$ cat config.mk
export PLATFORM = sky130hd
export DESIGN_NAME = kbd_matrix
export DESIGN_NICKNAME = d
export VERILOG_FILES = /design/src/rtl/kbd_pkg.sv /design/src/rtl/kbd_colmux.sv /design/src/rtl/kbd_matrix.sv
export SDC_FILE = /design/constraint.sdc
export NUM_CORES = 1
export LEC_CHECK = 0
export ABC_AREA = 1
export CELL_PAD_IN_SITES_DETAIL_PLACEMENT = 1
export CELL_PAD_IN_SITES_GLOBAL_PLACEMENT = 2
export CORE_MARGIN = 1.5
export CORE_UTILIZATION = 32
export CTS_BUF_LIST = sky130_fd_sc_hd__clkbuf_4 sky130_fd_sc_hd__clkbuf_8 sky130_fd_sc_hd__clkbuf_16
export CTS_CLUSTER_DIAMETER = 80
export DETAILED_ROUTE_END_ITERATION = 8
export HOLD_SLACK_MARGIN = 0.15
export PLACE_DENSITY = 0.89
export SYNTH_ARGS = -nofsm -noshare
export SYNTH_HDL_FRONTEND = slang
export SYNTH_SLANG_ARGS = --single-unit
$ cat constraint.sdc
create_clock -name clk -period 1.8 [get_ports clk]
set_clock_uncertainty 0.15 [all_clocks]
set_input_delay 0.36 -clock clk [delete_from_list [all_inputs] [get_ports clk]]
set_output_delay 0.36 -clock clk [all_outputs]
set_load 0.1 [all_outputs]
$ cat src/rtl/kbd_pkg.sv
// Shared constants, FSM state encoding and helpers for the Vector-06C keyboard matrix.
package kbd_pkg;

    localparam logic [7:0] SC_BREAK  = 8'hF0;
    localparam logic [7:0] SC_EXT    = 8'hE0;
    localparam logic [7:0] SC_PAUSE  = 8'hE1;
    localparam logic [7:0] SC_BAT_OK = 8'hAA;
    localparam logic [7:0] SC_ACK    = 8'hFA;
    localparam logic [7:0] SC_RESEND = 8'hFE;
    localparam logic [7:0] SC_ECHO   = 8'hEE;
    localparam logic [7:0] SC_OVR0   = 8'h00;
    localparam logic [7:0] SC_OVR1   = 8'hFF;

    localparam logic [7:0] DEF_SHIFT_L = 8'h12;
    localparam logic [7:0] DEF_SHIFT_R = 8'h59;
    localparam logic [7:0] DEF_CTRL    = 8'h14;
    localparam logic [7:0] DEF_RUS     = 8'h58;

    typedef enum logic [2:0] {
        ST_IDLE,
        ST_LOOK,
        ST_WAIT,
        ST_APPLY,
        ST_LOOK2,
        ST_WAIT2,
        ST_APPLY2
    } kbd_state_t;

    typedef enum logic [2:0] {
        BK_BREAK,
        BK_EXT,
        BK_IGNORE,
        BK_OVERRUN,
        BK_FAKE_SHIFT,
        BK_MODIFIER,
        BK_LOOKUP
    } byte_kind_t;

    // Flat matrix bit index: row-major, 8 columns per row.
    function automatic logic [5:0] mat_idx(input logic [2:0] row, input logic [2:0] col);
        return {row, col};
    endfunction

endpackage

$ cat src/rtl/kbd_colmux.sv
// Column sense: a column reads low when any selected (low) row has that key pressed.
module kbd_colmux
    import kbd_pkg::*;
(
    input  logic [63:0] matrix,
    input  logic [7:0]  rowsel,
    output logic [7:0]  cols
);

    always_comb begin
        cols = '1;
        for (int unsigned r = 0; r < 8; r++) begin
            if (!rowsel[r]) begin
                cols = cols & ~matrix[mat_idx(3'(r), 3'd0) +: 8];
            end
        end
    end

endmodule

$ cat src/rtl/kbd_matrix.sv
// PS/2 scancode stream to Vector-06C 8x8 key matrix, with modifier tracking and
// a sequenced lookup through an external registered scan2matrix ROM.
module kbd_matrix
    import kbd_pkg::*;
#(
    parameter logic [7:0] SHIFT_L   = DEF_SHIFT_L,
    parameter logic [7:0] SHIFT_R   = DEF_SHIFT_R,
    parameter logic [7:0] CTRL_CODE = DEF_CTRL,
    parameter logic [7:0] RUS_CODE  = DEF_RUS
) (
    input  logic       clk,
    input  logic       reset,
    input  logic [7:0] scan_data,
    input  logic       scan_valid,
    output logic       busy,
    output logic       overrun,
    output logic [7:0] s2m_scancode,
    output logic       s2m_shift,
    input  logic [2:0] s2m_row,
    input  logic [2:0] s2m_col,
    input  logic       s2m_xshift,
    input  logic       s2m_error,
    input  logic [7:0] rowsel,
    output logic [7:0] cols,
    output logic       key_ss,
    output logic       key_us,
    output logic       key_rus
);

    kbd_state_t state, next_state;
    byte_kind_t kind;

    logic        brk, ext, op_brk;
    logic [63:0] matrix;
    logic        xs_valid;
    logic [5:0]  xs_pos;
    logic        phys_l, phys_r, us, rus;
    logic        accept;
    logic [5:0]  apply_pos;
    logic        xs_hit;

    assign accept    = scan_valid && (state == ST_IDLE);
    assign apply_pos = mat_idx(s2m_row, s2m_col);
    assign xs_hit    = xs_valid && (xs_pos == apply_pos);

    always_comb begin
        kind = BK_LOOKUP;
        if (scan_data == SC_BREAK) begin
            kind = BK_BREAK;
        end else if (scan_data == SC_EXT) begin
            kind = BK_EXT;
        end else if (scan_data == SC_PAUSE || scan_data == SC_BAT_OK || scan_data == SC_ACK ||
                     scan_data == SC_RESEND || scan_data == SC_ECHO) begin
            kind = BK_IGNORE;
        end else if (scan_data == SC_OVR0 || scan_data == SC_OVR1) begin
            kind = BK_OVERRUN;
        end else if (ext && (scan_data == SHIFT_L || scan_data == SHIFT_R)) begin
            kind = BK_FAKE_SHIFT;
        end else if (scan_data == SHIFT_L || scan_data == SHIFT_R ||
                     scan_data == CTRL_CODE || scan_data == RUS_CODE) begin
            kind = BK_MODIFIER;
        end
    end

    always_comb begin
        next_state = state;
        case (state)
            ST_IDLE:   if (accept && kind == BK_LOOKUP) next_state = ST_LOOK;
            ST_LOOK:   next_state = ST_WAIT;
            ST_WAIT:   next_state = ST_APPLY;
            ST_APPLY:  next_state = op_brk ? ST_LOOK2 : ST_IDLE;
            ST_LOOK2:  next_state = ST_WAIT2;
            ST_WAIT2:  next_state = ST_APPLY2;
            ST_APPLY2: next_state = ST_IDLE;
            default:   next_state = ST_IDLE;
        endcase
    end

    always_ff @(posedge clk) begin
        if (reset) state <= ST_IDLE;
        else       state <= next_state;
    end

    always_ff @(posedge clk) begin
        if (reset) begin
            brk          <= 1'b0;
            ext          <= 1'b0;
            op_brk       <= 1'b0;
            matrix       <= '0;
            xs_valid     <= 1'b0;
            xs_pos       <= '0;
            phys_l       <= 1'b0;
            phys_r       <= 1'b0;
            us           <= 1'b0;
            rus          <= 1'b0;
            overrun      <= 1'b0;
            s2m_scancode <= '0;
            s2m_shift    <= 1'b0;
        end else begin
            if (scan_valid && state != ST_IDLE) overrun <= 1'b1;

            if (accept) begin
                if (kind != BK_BREAK && kind != BK_EXT) begin
                    brk <= 1'b0;
                    ext <= 1'b0;
                end
                case (kind)
                    BK_BREAK: brk <= 1'b1;
                    BK_EXT:   ext <= 1'b1;
                    BK_OVERRUN: begin
                        matrix   <= '0;
                        xs_valid <= 1'b0;
                        phys_l   <= 1'b0;
                        phys_r   <= 1'b0;
                        us       <= 1'b0;
                        rus      <= 1'b0;
                    end
                    BK_MODIFIER: begin
                        if      (scan_data == SHIFT_L)   phys_l <= ~brk;
                        else if (scan_data == SHIFT_R)   phys_r <= ~brk;
                        else if (scan_data == CTRL_CODE) us     <= ~brk;
                        else                             rus    <= ~brk;
                    end
                    BK_LOOKUP: begin
                        s2m_scancode <= scan_data;
                        s2m_shift    <= ~brk & (phys_l | phys_r);
                        op_brk       <= brk;
                    end
                    default: ;
                endcase
            end

            // Break releases both table entries: unshifted first, then shifted.
            if (state == ST_APPLY) begin
                if (op_brk) s2m_shift <= 1'b1;
                if (!s2m_error) begin
                    if (!op_brk) begin
                        matrix[apply_pos] <= 1'b1;
                        if (s2m_xshift) begin
                            xs_valid <= 1'b1;
                            xs_pos   <= apply_pos;
                        end
                    end else begin
                        matrix[apply_pos] <= 1'b0;
                        if (xs_hit) xs_valid <= 1'b0;
                    end
                end
            end

            if (state == ST_APPLY2 && !s2m_error) begin
                matrix[apply_pos] <= 1'b0;
                if (xs_hit) xs_valid <= 1'b0;
            end
        end
    end

    assign busy    = (state != ST_IDLE);
    assign key_ss  = (phys_l | phys_r) ^ xs_valid;
    assign key_us  = us;
    assign key_rus = rus;

    kbd_colmux u_colmux (
        .matrix (matrix),
        .rowsel (rowsel),
        .cols   (cols)
    );

endmodule

==> impl_metrics.prom <==
# TYPE chip_impl_metric gauge
chip_impl_metric{name="synth_seq_area_share",unit=""} 0.354
chip_impl_info{name="most_frequent_cells_in_the_layout",value="153 x sky130_fd_sc_hd__nand2_1, 119 x sky130_fd_sc_hd__buf_4, 92 x sky130_fd_sc_hd__nor2_1"} 1
chip_impl_metric{name="timing.reg2reg.setup_slack",unit="ps"} 60
chip_impl_metric{name="mappedNetlistArea",unit="um2"} 5150
chip_impl_metric{name="yosys.area.top_type_share",unit=""} 0.354
chip_impl_metric{name="num_vias",unit=""} 6252
chip_impl_info{name="root_buffer_selected_by_cts",value="sky130_fd_sc_hd__clkbuf_16"} 1
chip_impl_info{name="timing.hold.worst.class",value="input pin to flip-flop"} 1
chip_impl_metric{name="flow.area_growth_from_synthesis",unit="%"} 53.5
chip_impl_metric{name="max_stage_delay",unit="ps"} 330
chip_impl_metric{name="die_h",unit="um"} 130
chip_impl_metric{name="p_switching",unit="mW"} 1.85
chip_impl_metric{name="layout_min_cycle_time",unit="ps"} 2110
chip_impl_metric{name="grt_start_max_net_pins",unit=""} 67
chip_impl_metric{name="finalMaxSlewViolations",unit=""} 0
chip_impl_metric{name="clkTransAtPathRegs",unit="ps"} 70
chip_impl_info{name="worst-setup-path-type",value="flip-flop to primary output"} 1
chip_impl_metric{name="cts.sinks",unit=""} 91
chip_impl_metric{name="dpl-instance-area",unit="um2"} 7120
chip_impl_info{name="run_status",value="finished, violations left"} 1
chip_impl_metric{name="cts_htree_levels",unit=""} 3
chip_impl_info{name="leading_cell_types_by_total_area_after_synthesis",value="sky130_fd_sc_hd__dfxtp_1 35%, sky130_fd_sc_hd__nand2_1 13%, sky130_fd_sc_hd__nor2_1 7.2%"} 1
chip_impl_metric{name="port_buffers",unit=""} 48
chip_impl_metric{name="grt_first_pass_wirelength",unit="um"} 34000
chip_impl_metric{name="finish.net_count",unit=""} 960
chip_impl_metric{name="final.setup.tns",unit="ps"} -1630
chip_impl_metric{name="cell_count_of_the_worst_reg_to_reg_path",unit=""} 8
chip_impl_metric{name="number_of_endpoints_with_negative_hold_slack_in_the_final_report",unit=""} 0
chip_impl_info{name="critPathLaunchType",value="flip-flop"} 1
chip_impl_metric{name="die_width",unit="um"} 130
chip_impl_metric{name="fin_crit_sh",unit=""} 1.17
chip_impl_info{name="layout.cells.most_common",value="sky130_fd_sc_hd__nand2_1"} 1
chip_impl_metric{name="cap_viol_max_count",unit=""} 0
chip_impl_metric{name="routed_via_density",unit=""} 5.42
chip_impl_metric{name="antenna_cells_inserted",unit=""} 0
chip_impl_info{name="cp_cell_sequence",value="inv_2 > nor2_2 > a221oi_2 > o221ai_2 > a211oi_4 > buf_12"} 1
chip_impl_metric{name="cts-buffers-inserted",unit=""} 9
chip_impl_metric{name="distinct_cells_synth",unit=""} 38
chip_impl_metric{name="rows",unit=""} 46
chip_impl_metric{name="synth-seq-cells",unit=""} 91
chip_impl_metric{name="power.share.sequential",unit=""} 0.377
chip_impl_metric{name="irDropWorstVdd",unit="mV"} 0.927
chip_impl_metric{name="synth_cells",unit=""} 772
chip_impl_metric{name="number_of_synthesized_flops_with_an_enable_pin",unit=""} 0
chip_impl_metric{name="power.density_cell_area",unit="nW/um2"} 724
chip_impl_metric{name="globalRouteOverflowTotal",unit=""} 0
chip_impl_info{name="cp_slowest_cell",value="sky130_fd_sc_hd__dfxtp_2"} 1
chip_impl_metric{name="timing.critical_path.required",unit="ps"} 1290
chip_impl_metric{name="synth_nets",unit=""} 799
chip_impl_metric{name="synth_async_reset_ratio",unit=""} 0
chip_impl_metric{name="sw_frac",unit=""} 0.323
chip_impl_metric{name="grt_antenna_before_repair",unit=""} 0
chip_impl_metric{name="drt_iter0_drc",unit=""} 479
chip_impl_metric{name="grt.total_usage",unit=""} 0.259
chip_impl_metric{name="p_leak",unit="nW"} 3.19
chip_impl_info{name="violated_checks",value="negative setup slack"} 1
chip_impl_metric{name="io_pins",unit=""} 49
chip_impl_metric{name="start_util",unit=""} 0.325
chip_impl_metric{name="holdBufCountCts",unit=""} 0
chip_impl_metric{name="drc",unit=""} 0
chip_impl_info{name="yosysTopAreaCell",value="sky130_fd_sc_hd__dfxtp_1"} 1
chip_impl_metric{name="postSynthAreaPerCell",unit="um2"} 6.67
chip_impl_metric{name="core_region_area",unit="um2"} 15800
chip_impl_metric{name="critPathMaxFanout",unit=""} 2
chip_impl_metric{name="ant_nets",unit=""} 0
chip_impl_metric{name="preCtsSetupSlack",unit="ps"} -683
chip_impl_metric{name="synth_warnings",unit=""} 0
chip_impl_info{name="cts_tree",value="built"} 1
chip_impl_metric{name="post-dp-hpwl",unit="um"} 15000
chip_impl_metric{name="relSlewSlack",unit=""} 0.752
chip_impl_metric{name="arrival",unit="ps"} 1600
chip_impl_info{name="yosys_most_used_dff",value="sky130_fd_sc_hd__dfxtp_1"} 1
chip_impl_metric{name="timing.final.setup_violations",unit=""} 8
chip_impl_metric{name="fillers",unit=""} 1956
chip_impl_metric{name="post_layout_nonfiller_instances",unit=""} 1153
chip_impl_metric{name="layout-drive-gt1-share",unit=""} 0.365
chip_impl_metric{name="firstDrtPassIters",unit=""} 4
chip_impl_metric{name="routedWlPerCell",unit="um"} 19.1
chip_impl_metric{name="number_of_global_route_vias_before_repair",unit=""} 6588
chip_impl_info{name="endpoint_kind",value="primary output"} 1
chip_impl_metric{name="clk-insertion-delay-late",unit="ps"} 350
chip_impl_metric{name="layout_setup_ws",unit="ps"} -309
chip_impl_metric{name="hold-worst-slack",unit="ps"} 251
chip_impl_metric{name="dieArea",unit="um2"} 16900
chip_impl_metric{name="internal-power",unit="mW"} 3.87
chip_impl_info{name="grt_setup_unrepaired",value="true"} 1
chip_impl_metric{name="comb_power_share",unit=""} 0.246
chip_impl_metric{name="power.share.clock",unit=""} 0.377
chip_impl_metric{name="finalWeightedCongestion",unit=""} 0.877
chip_impl_metric{name="finalWirelength",unit="um"} 22000
chip_impl_metric{name="design_area",unit="um2"} 7900
chip_impl_metric{name="maxClockFrequency",unit="MHz"} 474
chip_impl_metric{name="clockBufferDepth",unit=""} 2
chip_impl_metric{name="hold_depth",unit=""} 3
chip_impl_metric{name="slew_at_the_pin_with_the_worst_max_slew_slack",unit="ps"} 372
chip_impl_metric{name="dp_cells",unit=""} 1122
-- what timing repair did --
item                                    in CTS  in global routing
gates cloned                                 2                  0
endpoints found under the setup margin      91                 87
buffers inserted                             6                  9
gates resized for setup                    116                103
pin swaps                                   17                 16
-- cells by family after synthesis --
family                 after synthesis  synth area share
XOR/XNOR                             2           0.00340
buffers and inverters              132             0.108
AND/OR/NAND/NOR                    346             0.292
flip-flops                          91             0.354
AO/OA/AOI/OAI                      201             0.242
-- through the flow --
step | util | total power, mW
floorplan | - | 2.88
global placement | 0.450 | 3.44
detailed placement | 0.450 | 3.48
CTS | 0.488 | 5.64
global route | 0.499 | 5.89
finish | 0.499 | 5.72
-- area by class of cell --
type | count | area [um2] | share of cell area
clock buffer | 11 | 246 | 0.0312
timing repair buffer | 185 | 1810 | 0.229
tap | 216 | 270 | 0.0342
clock inverter | 4 | 75.1 | 0.00950
multi-input combinational | 549 | 3250 | 0.411
inverter | 97 | 393 | 0.0497
sequential | 91 | 1860 | 0.235
-- per-layer routing --
layer | vias to the layer above | track usage | part of all wire
met2 | 186 | 0.454 | 0.50
met4 | 0 | 0.0902 | 0.025
met5 | - | 0 | 0
met3 | 37 | 0.0316 | 0.047
li1 | 2931 | - | -
met1 | 3098 | 0.329 | 0.43
-- critical path, delay by kind of cell (launching register included) --
family,cells,cell delay (ps)
AOI/OAI and AO/OA,3,620
DFF,1,330
buffers and inverters,2,260
and+or+nand+nor,1,30
-- sequential cells by signal, summed over array words and instances, names as in the netlist, 3 cells and up --
name          cells
matrix           64
s2m_scancode      8
xs_pos            6
state             3
-- power by group through the flow --
| stage | logic, mW | registers, mW | clock network, mW |
|---|---|---|---|
| after global routing | 1.48 | 2.16 | 2.24 |
| after floorplan | 0.449 | 2.43 | 0 |
| after CTS | 1.33 | 2.15 | 2.17 |
| after global placement | 1.25 | 2.19 | 0 |
| after detailed placement | 1.29 | 2.19 | 0 |
| final | 1.41 | 2.16 | 2.16 |
-- final timing paths --
check / start / to
worst min register to register: ext$_SDFFE_PP0P_ / ext$_SDFFE_PP0P_
worst min-delay path: scan_data[4] / s2m_scancode[4]$_SDFFE_PP0P_
worst max register to register: state[2]$_SDFFE_PP0P_ / matrix[43]$_SDFF_PP0_
worst max-delay path: matrix[9]$_SDFF_PP0_ / cols[1]
-- cells in the mapped netlist (4+ instances only) --
cell and instances:
sky130_fd_sc_hd__nand2_2 4, sky130_fd_sc_hd__nor3_1 12, sky130_fd_sc_hd__nor2_2 4, sky130_fd_sc_hd__a2111oi_0 6, sky130_fd_sc_hd__buf_2 8, sky130_fd_sc_hd__inv_1 91, sky130_fd_sc_hd__a221oi_1 25, sky130_fd_sc_hd__o21ai_0 62
sky130_fd_sc_hd__dfxtp_1 91, sky130_fd_sc_hd__inv_2 5, sky130_fd_sc_hd__nand3_1 30, sky130_fd_sc_hd__a211oi_1 5, sky130_fd_sc_hd__nand2_1 178, sky130_fd_sc_hd__o21ai_1 28, sky130_fd_sc_hd__clkbuf_1 19, sky130_fd_sc_hd__nand4_1 6
sky130_fd_sc_hd__nor2_1 99, sky130_fd_sc_hd__buf_6 6, sky130_fd_sc_hd__a21oi_1 22, sky130_fd_sc_hd__a32oi_1 4, sky130_fd_sc_hd__o221ai_1 5, sky130_fd_sc_hd__o22ai_1 37
Power figures use the tool's default switching activity.
